### config.mk
export PLATFORM = sky130hd
export DESIGN_NAME = matvec_seq_ctrl
export DESIGN_NICKNAME = d
export VERILOG_FILES = /design/src/rtl/matvec_seq_ctrl.sv
export SDC_FILE = /design/constraint.sdc
export NUM_CORES = 1
export LEC_CHECK = 0
export ABC_AREA = 1
export CORE_UTILIZATION = 30
export DETAILED_ROUTE_END_ITERATION = 12
export GPL_TIMING_DRIVEN = 0
export PLACE_DENSITY_LB_ADDON = 0.08
export SLEW_MARGIN = 20
export SYNTH_ARGS = -nofsm -noshare
export SYNTH_HDL_FRONTEND = slang
export SYNTH_SLANG_ARGS = --single-unit
### constraint.sdc
create_clock -name clk -period 1.7 [get_ports clk]
set_clock_uncertainty 0.05 [all_clocks]
set_input_delay 0.34 -clock clk [delete_from_list [all_inputs] [get_ports clk]]
set_output_delay 0.34 -clock clk [all_outputs]
set_load 0.05 [all_outputs]
### src/rtl/matvec_seq_ctrl.sv
// Sequencer for one 6x6-by-6 multiply-accumulate pass: launches the multiplier array, then the
// row adder trees, captures the six row sums and serves them through a registered read port.
module matvec_seq_ctrl #(
  parameter int unsigned TIMEOUT = 255
) (
  input  logic         clk,
  input  logic         resetn,
  input  logic         start,
  output logic         busy,
  output logic         done,
  output logic         err,
  output logic         mul_start,
  input  logic         mul_valid,
  output logic         tree_start,
  input  logic         tree_valid,
  input  logic [191:0] s192,
  input  logic [2:0]   rd_idx,
  output logic [31:0]  rd_data,
  output logic [15:0]  cycle_cnt
);

  typedef enum logic [2:0] {
    StIdle,
    StMulIssue,
    StMulWait,
    StAddIssue,
    StAddWait,
    StDone
  } state_t;

  localparam logic [15:0] WaitLimit = 16'(TIMEOUT - 1);

  state_t      state_q, state_d;
  logic [15:0] wait_cnt_q;
  logic [15:0] busy_cnt_q;
  logic [15:0] busy_cnt_inc;
  logic [31:0] res_q [6];
  logic        timeout;
  logic        accept;
  logic        capture;
  logic        in_wait;

  assign accept       = (state_q == StIdle) && start;
  assign capture      = (state_q == StAddWait) && tree_valid;
  assign in_wait      = (state_q == StMulWait) || (state_q == StAddWait);
  assign busy_cnt_inc = (busy_cnt_q == 16'hFFFF) ? busy_cnt_q : busy_cnt_q + 16'd1;

  always_comb begin
    state_d = state_q;
    timeout = 1'b0;
    unique case (state_q)
      StIdle:     if (start) state_d = StMulIssue;
      StMulIssue: state_d = StMulWait;
      StMulWait: begin
        if (mul_valid) begin
          state_d = StAddIssue;
        end else if (wait_cnt_q == WaitLimit) begin
          state_d = StIdle;
          timeout = 1'b1;
        end
      end
      StAddIssue: state_d = StAddWait;
      StAddWait: begin
        if (tree_valid) begin
          state_d = StDone;
        end else if (wait_cnt_q == WaitLimit) begin
          state_d = StIdle;
          timeout = 1'b1;
        end
      end
      StDone:     state_d = StIdle;
      default:    state_d = StIdle;
    endcase
  end

  always_ff @(posedge clk or negedge resetn) begin
    if (!resetn) begin
      state_q    <= StIdle;
      busy       <= 1'b0;
      done       <= 1'b0;
      err        <= 1'b0;
      mul_start  <= 1'b0;
      tree_start <= 1'b0;
      rd_data    <= '0;
      cycle_cnt  <= '0;
      wait_cnt_q <= '0;
      busy_cnt_q <= '0;
      for (int r = 0; r < 6; r++) res_q[r] <= '0;
    end else begin
      state_q    <= state_d;
      // Outputs are decoded from the next state so they line up with the state they belong to.
      busy       <= (state_d != StIdle);
      done       <= (state_d == StDone);
      mul_start  <= (state_d == StMulIssue);
      tree_start <= (state_d == StAddIssue);

      if (state_d != state_q) begin
        wait_cnt_q <= '0;
      end else if (in_wait) begin
        wait_cnt_q <= wait_cnt_q + 16'd1;
      end

      if (accept) begin
        busy_cnt_q <= '0;
      end else if (state_q inside {StMulIssue, StMulWait, StAddIssue, StAddWait}) begin
        busy_cnt_q <= busy_cnt_inc;
      end

      if (accept) begin
        err <= 1'b0;
      end else if (timeout) begin
        err <= 1'b1;
      end

      if (capture) begin
        cycle_cnt <= busy_cnt_inc;
        for (int r = 0; r < 6; r++) res_q[r] <= s192[32*r +: 32];
      end

      // Reads see the result registers as they were before this edge.
      rd_data <= (rd_idx < 3'd6) ? res_q[rd_idx] : 32'h0;
    end
  end

endmodule

==> results of run 1 <==
==> stage by stage <==
| stage | hold slack (ps) | cell area [µm²] | total power [W] | utilization |
|---|---|---|---|---|
| 2_1_floorplan | -5.59 | 12700 | 0.0159 | - |
| 3_3_place_gp | 406 | 15900 | 0.0190 | 0.384 |
| 3_5_place_dp | 270 | 15900 | 0.0191 | 0.386 |
| 4_1_cts | 281 | 17500 | 0.0272 | 0.425 |
| 5_1_grt | 303 | 18000 | 0.0291 | 0.437 |
| 6_report | 272 | 18000 | 0.0273 | 0.437 |
==> state kept, by name, summed over array words and instances (netlist names) <==
signal	flops
tree_start	1
res_q	192
wait_cnt_q	16
busy_cnt_q	16
busy	1
err	1
state_q	3
cycle_cnt	16
mul_start	1
rd_data	32
done	1
==> metal layers <==
| layer | vias to the layer above | track usage |
|---|---|---|
| met2 | 230 | 0.346 |
| li1 | 5604 | - |
| met4 | 4 | 0.0455 |
| met3 | 52 | 0.0446 |
| met5 | - | 0 |
| met1 | 5324 | 0.268 |
==> power by group <==
| part | internal [W] | total (W) | switching, W |
|---|---|---|---|
| Sequential | 0.00937 | 0.0105 | 0.00117 |
| Combinational | 0.00355 | 0.00933 | 0.00578 |
| Clock | 0.00453 | 0.00741 | 0.00288 |
| Total | 0.0175 | 0.0273 | 0.00982 |
==> kinds of logic after synthesis <==
| group | after synthesis | synth area share |
|---|---|---|
| AOI/OAI and AO/OA | 311 | 0.131 |
| and+or+nand+nor | 733 | 0.229 |
| buffers and inverters | 231 | 0.0742 |
| DFF | 280 | 0.553 |
| xor gates and xnor gates | 14 | 0.00967 |
| adders and majority gates | 3 | 0.00296 |
==> area by class of cell <==
type | count | area (µm²)
clock buffers | 58 | 1090
inverters | 146 | 571
clock inverters | 4 | 47.5
multi-input cells | 1062 | 4990
repair inverters | 1 | 8.76
repair buffers | 286 | 2990
plain buffers | 83 | 656
well taps | 532 | 666
fillers | 4171 | 23300
flip-flops and latches | 280 | 7010
==> worst max-delay path, delay by kind of cell (launching register included) <==
kind	cells	cell delay, ps
AO/OA/AOI/OAI	1	130
adder cells (fa/ha/maj)	1	130
buffers and inverters	5	490
flip-flops	1	390
AND/OR/NAND/NOR	4	480
==> cell usage in the layout, fill, tap and decap left out, types with 5 or more instances in the layout <==
cell / synthesis / layout
nand4_1: 7 / 7
nor3_1: 8 / 5
clkbuf_16: 0 / 41
o211ai_1: 33 / 33
inv_1: 140 / 137
nor2_2: 10 / 15
o21ai_1: 9 / 14
a21oi_1: 35 / 34
buf_2: 41 / 11
buf_6: 1 / 22
nand3_1: 23 / 19
buf_12: 0 / 5
nor2_4: 2 / 13
nand2_2: 4 / 10
nand2_4: 1 / 6
o21ai_0: 226 / 220
clkdlybuf4s15_2: 0 / 49
a22o_1: 5 / 5
clkdlybuf4s50_1: 0 / 196
clkbuf_2: 0 / 7
clkbuf_8: 0 / 9
xor2_1: 11 / 11
dfrtp_1: 280 / 276
buf_8: 0 / 6
nand2_1: 629 / 618
nor2_1: 42 / 26
buf_4: 4 / 31
clkbuf_1: 37 / 38
==> path summary, 6_finish.rpt <==
| path | start | to | cells after the start |
|---|---|---|---|
| hold / removal | resetn | res_q[154] | 2 |
| setup / recovery | wait_cnt_q[0] | err | 11 |
| setup reg to reg | wait_cnt_q[0] | err | 11 |
| hold reg to reg | res_q[119] | res_q[119] | 2 |
| min in group clk | s192[141] | res_q[45] | 3 |
| max in group asynchronous | resetn | rd_data[24] | 4 |
==> timing repair <==
item / CTS / global route
buffers inserted: 16 / 11
hold buffers: 1 / 0
pin swaps: 4 / 16
endpoints found under the hold margin: 60 / 0
gates resized for setup: 247 / 98
gates cloned: 1 / 6
endpoints found under the setup margin: 319 / 329
==> results.py, run 1 <==
metrics = {
    "grt": {
        "grt_first_pass_wirelength_mm": 67.9,
        "globalRoute.totalOverflow": 0,
        "grt_max_degree": 81,
        "grt_pass1_vias": 11700,
        "antenna_found_initial": 2,
        "grt_usage": 0.205,
    },
    "clock_tree": {
        "cts_max_level": 2,
        "cts.root.buffer_cell": "clkbuf_16",
        "clkSlewWorstSetupHoldPaths_ps": 50,
        "cts_tree": "yes",
        "insertion_delay_ps": 510,
        "cts_buffers": 36,
        "clock_sinks": 280,
        "clockBufferDepth": 3,
    },
    "synthesis": {
        "synth.most_common_cell": "nand2_1",
        "postSynthAreaPerCell_um2": 8.07,
        "ys_seq_area_frac": 0.553,
        "synth_edf_count": 0,
        "ys_seq_elements": 280,
        "syn_area_mm2": 0.0127,
        "yosysTopAreaCellShare": 0.553,
        "synth_area_leaders": "dfrtp_1 55%, nand2_1 19%, o21ai_0 8.9%, inv_1 4.1%, o211ai_1 2.0%",
        "synth-async-reset-ratio": 1.00,
        "yosysUniqueCellTypes": 36,
        "syn-instance-count": 1572,
        "synth_nets": 1775,
        "synthTopCellsByCount": "629 x nand2_1, 280 x dfrtp_1, 226 x o21ai_0",
        "ys.flop_type": "dfrtp_1",
        "synth_top_cell_by_area": "dfrtp_1",
        "ys_warn_count": 0,
    },
    "setup_path": {
        "ff2ff_setup_slack_ps": -50,
        "crit_slowest_cell": "dfrtp_1",
        "crit_chain": "inv_2 > ha_4 > inv_4 > nor2_4 > nand2_2 > buf_4 > buf_4 > buf_4 > nor4_2 > nand2_1 > a21oi_1",
        "cpMostUsedCell": "buf_4",
        "cpPeakStageDelay_ps": 390,
        "worstSetupEndpointType": "flop",
        "critPathArrivalTime_ps": 2140,
        "required_ps": 2090,
        "cp_max_fo": 3,
        "critPathKind": "flop to flop",
        "critPathLaunchType": "flop",
    },
    "sta": {
        "period_minus_slack_ps": 1750,
        "maxSlewHeadroom": 0.582,
        "rsz0062_at_grt": "true",
        "period_share": 1.03,
        "finalSetupViolCount": 7,
        "finalSetupTns_ps": -258,
        "timing.fmax_mhz": 572,
        "worst_pin_slew_ps": 627,
        "final_hold_viol_count": 0,
        "fin_ws_ps": -48.8,
        "slew_viol_final": 0,
    },
    "route": {
        "wirelength_mm": 44.1,
        "wl_met2_mm": 21.1,
        "antenna_left": 0,
        "remaining_drc_errors": 0,
        "vias": 11200,
        "drt_iter0_markers": 568,
        "top_layer": "met5",
        "drtPass1Iterations": 5,
        "wl_met3_mm": 2.29,
        "routedWlPerCell_um": 18.0,
        "wl_met1_mm": 20.0,
        "avgViaCountPerCell": 4.57,
    },
    "floorplan": {
        "die_area_mm2": 0.0431,
        "dieHeight_um": 208,
        "core.rowCount": 74,
        "io_pins": 253,
        "core_mm2": 0.0413,
        "start_util": 0.307,
        "die_w_um": 208,
    },
    "final_layout": {
        "syn_to_final_growth_pct": 42.2,
        "final_cells": 2452,
        "final_nets": 2099,
        "diodes": 0,
        "drive_gt1_frac": 0.140,
    },
    "placed_design": {
        "hpwl_mm": 31.9,
        "portBuffers": 251,
        "place_congestion": 0.878,
        "preCtsSetupSlack_ps": -845,
        "dpl.cell_count": 2358,
    },
    "job": {
        "drv_cap": 0,
    },
    "run_status": {
        "status": "complete, but fails checks",
        "violations": "negative setup slack",
    },
    "power": {
        "p_per_area_mw_per_mm2": 1510,
        "ir_drop_v": 0.000960,
        "leakagePower_nw": 8.44,
    },
    "worst_hold_path": {
        "hp-class": "input port to asynchronous set/reset pin",
    },
}
Power figures use the tool's default switching activity.
==> inputs of run 2 (changes only) <==
--- a/config.mk
+++ b/config.mk
@@ -6,7 +6,10 @@
 export NUM_CORES = 1
 export LEC_CHECK = 0
 export ABC_AREA = 1
-export CORE_UTILIZATION = 30
+export CELL_PAD_IN_SITES_DETAIL_PLACEMENT = 1
+export CELL_PAD_IN_SITES_GLOBAL_PLACEMENT = 1
+export CORE_MARGIN = 2
+export CORE_UTILIZATION = 34
 export DETAILED_ROUTE_END_ITERATION = 12
 export GPL_TIMING_DRIVEN = 0
 export PLACE_DENSITY_LB_ADDON = 0.08
==> run 2 against run 1 <==
  * The flow still finishes with violations (negative setup slack)
  * Via count up 3.1%
  * Fmax down 2.4%
  * Count of clock-buffer cells in the layout is 8 lower
  * Worst setup slack lost 43 ps
  * Sequential power about the same
  * Design area shrank 0.53%
  * Global-route usage is 2.9 points higher
  * Largest cell class unchanged
  * Core utilization rose by 5.2 points
  * Sequential share of layout area increased by 0.22 points
  * Critical path depth grew 3
==> results.py, run 2 (synthesis gave the netlist of run 1 again) <==
metrics = {
    "setup_path": {
        "worstSetupEndpointType": "flop",
        "cp_num_buf_inv": 4,
        "rr_endpoint": "wait_cnt_q[5]",
        "critPathArrivalTime_ps": 2140,
        "worstReg2RegStart": "wait_cnt_q[0]",
        "ff2ff_setup_slack_ps": -90,
        "cp_top_family": "simple AND/OR/NAND/NOR gates",
        "crit_slowest_cell": "dfrtp_1",
        "cp_max_fo": 6,
        "reg2reg_depth": 14,
        "crit_start": "wait_cnt_q[0]",
        "cpPeakStageDelay_ps": 400,
        "critPathLaunchType": "flop",
        "critPathKind": "flop to flop",
        "required_ps": 2040,
        "crit_chain": "inv_2 > ha_4 > inv_2 > nor2_1 > nand2_1 > nor2_1 > nand2_1 > nand2_1 > nand3_2 > nand2_2 > inv_2 > nand2_4 > clkbuf_16 > nor2_2",
    },
    "route": {
        "remaining_drc_errors": 0,
        "wirelength_mm": 46.1,
        "routedWlPerCell_um": 19.3,
        "vias": 11600,
        "drt_iter0_markers": 534,
        "antenna_left": 0,
        "drtPass1Iterations": 4,
        "avgViaCountPerCell": 4.85,
    },
    "grt": {
        "grt_first_pass_wirelength_mm": 70.0,
        "grt_usage": 0.234,
        "antenna_found_initial": 5,
        "globalRoute.totalOverflow": 0,
        "grt_pass1_vias": 12600,
        "grt_max_degree": 77,
    },
    "job": {
        "drv_cap": 0,
    },
    "floorplan": {
        "core.rowCount": 70,
        "dieHeight_um": 197,
        "io_pins": 253,
        "core_mm2": 0.0367,
        "die_area_mm2": 0.0389,
        "start_util": 0.346,
        "die_w_um": 197,
    },
    "clock_tree": {
        "clockBufferDepth": 3,
        "clkSlewWorstSetupHoldPaths_ps": 50,
        "cts_tree": "yes",
        "cts_buffers": 36,
        "cts_max_level": 2,
        "cts.root.buffer_cell": "clkbuf_16",
        "clock_sinks": 280,
        "insertion_delay_ps": 510,
    },
    "sta": {
        "period_minus_slack_ps": 1790,
        "maxSlewHeadroom": 0.580,
        "timing.hold.ws_ps": 293,
        "period_share": 1.05,
        "final_hold_viol_count": 0,
        "timing.fmax_mhz": 558,
        "slew_viol_final": 0,
        "finalSetupViolCount": 14,
        "fin_ws_ps": -91.9,
        "rsz0062_at_grt": "true",
        "worst_pin_slew_ps": 630,
    },
    "power": {
        "leakagePower_nw": 8.46,
        "p_int_w": 0.0173,
        "p_seq_frac": 0.388,
        "clockPowerShare": 0.266,
        "total_power_w": 0.0274,
        "ir_drop_v": 0.000855,
        "power_frac_comb": 0.346,
        "p_per_area_mw_per_mm2": 1530,
        "p_switching_w": 0.0101,
        "swShare": 0.369,
    },
    "worst_hold_path": {
        "hp-class": "input port to asynchronous set/reset pin",
    },
    "placed_design": {
        "hpwl_mm": 33.1,
        "dpl.cell_count": 2294,
        "place_congestion": 0.840,
        "place_area_mm2": 0.0159,
        "portBuffers": 251,
        "preCtsSetupSlack_ps": -811,
    },
    "final_layout": {
        "final_area_mm2": 0.0179,
        "final_cells": 2387,
        "reg_top3": "res_q: 192 flops, rd_data: 32 flops",
        "layout_common_cells": "622 x nand2_1, 275 x dfrtp_1, 216 x o21ai_0",
        "final_common_cell": "nand2_1",
        "fillerInstances": 4322,
        "largest-register": "res_q",
        "largest_register_ffs": 192,
        "syn_to_final_growth_pct": 41.4,
        "drive_gt1_frac": 0.135,
        "final_nets": 2095,
    },
    "run_status": {
        "violations": "negative setup slack",
        "status": "complete, but fails checks",
    },
}
-- run 2: layer usage --
| metal | part of all wire | GRT usage |
|---|---|---|
| met3 | 0.050 | 0.0454 |
| met5 | 0 | 0 |
| met1 | 0.44 | 0.300 |
| met2 | 0.49 | 0.399 |
| met4 | 0.025 | 0.0721 |
-- run 2: stage by stage --
| step | TNS (ps) | util |
|---|---|---|
| floorplan | 0 | - |
| global placement | -3629520 | 0.430 |
| detailed placement | -98530 | 0.432 |
| CTS | -1090 | 0.474 |
| global route | -3370 | 0.489 |
| finish | -823 | 0.489 |
-- run 2: how the worst max path moves through the flow --
stage / endpoint / depth (start not counted)
finish: wait_cnt_q[5] / 14
global route: wait_cnt_q[1] / 14
CTS: wait_cnt_q[0] / 14
detailed placement: rd_data[19] / 8
global placement: cycle_cnt[10] / 1
floorplan: busy_cnt_q[6] / 9
-- run 2: layout make-up --
class,count,area (µm²),area share
flip-flops and latches,280,7010,0.391
multi-input cells,1061,4890,0.273
repair buffers,282,3020,0.169
clock buffers,50,1060,0.0594
plain buffers,84,702,0.0391
well taps,468,586,0.0327
inverters,146,571,0.0318
clock inverters,10,60.1,0.00335
diodes,5,12.5,0.000698
repair inverters,1,8.76,0.000488
-- run 2: power groups by stage --
stage          clock (W)  combinational, W  sequential (W)
2_1_floorplan          0           0.00427          0.0116
3_3_place_gp           0           0.00836          0.0107
3_5_place_dp           0           0.00861          0.0107
4_1_cts          0.00747           0.00896          0.0106
5_1_grt          0.00775            0.0106          0.0109
6_report         0.00729           0.00950          0.0106
-- run 2: worst reg2reg max path: cells and delay by family (launching register included) --
| kind | cells | cell delay, ps |
|---|---|---|
| buffers and inverters | 4 | 350 |
| and+or+nand+nor | 9 | 760 |
| DFF | 1 | 400 |
| adders and majority gates | 1 | 130 |
-- run 2: what timing repair did --
| item | CTS | global route |
|---|---|---|
| hold buffers | 1 | 0 |
| cloned | 1 | 8 |
| hold endpoints to repair | 68 | 0 |
| resized for setup | 255 | 85 |
| pin swaps | 4 | 4 |
| setup buffers | 6 | 13 |
| setup endpoints to repair | 323 | 316 |
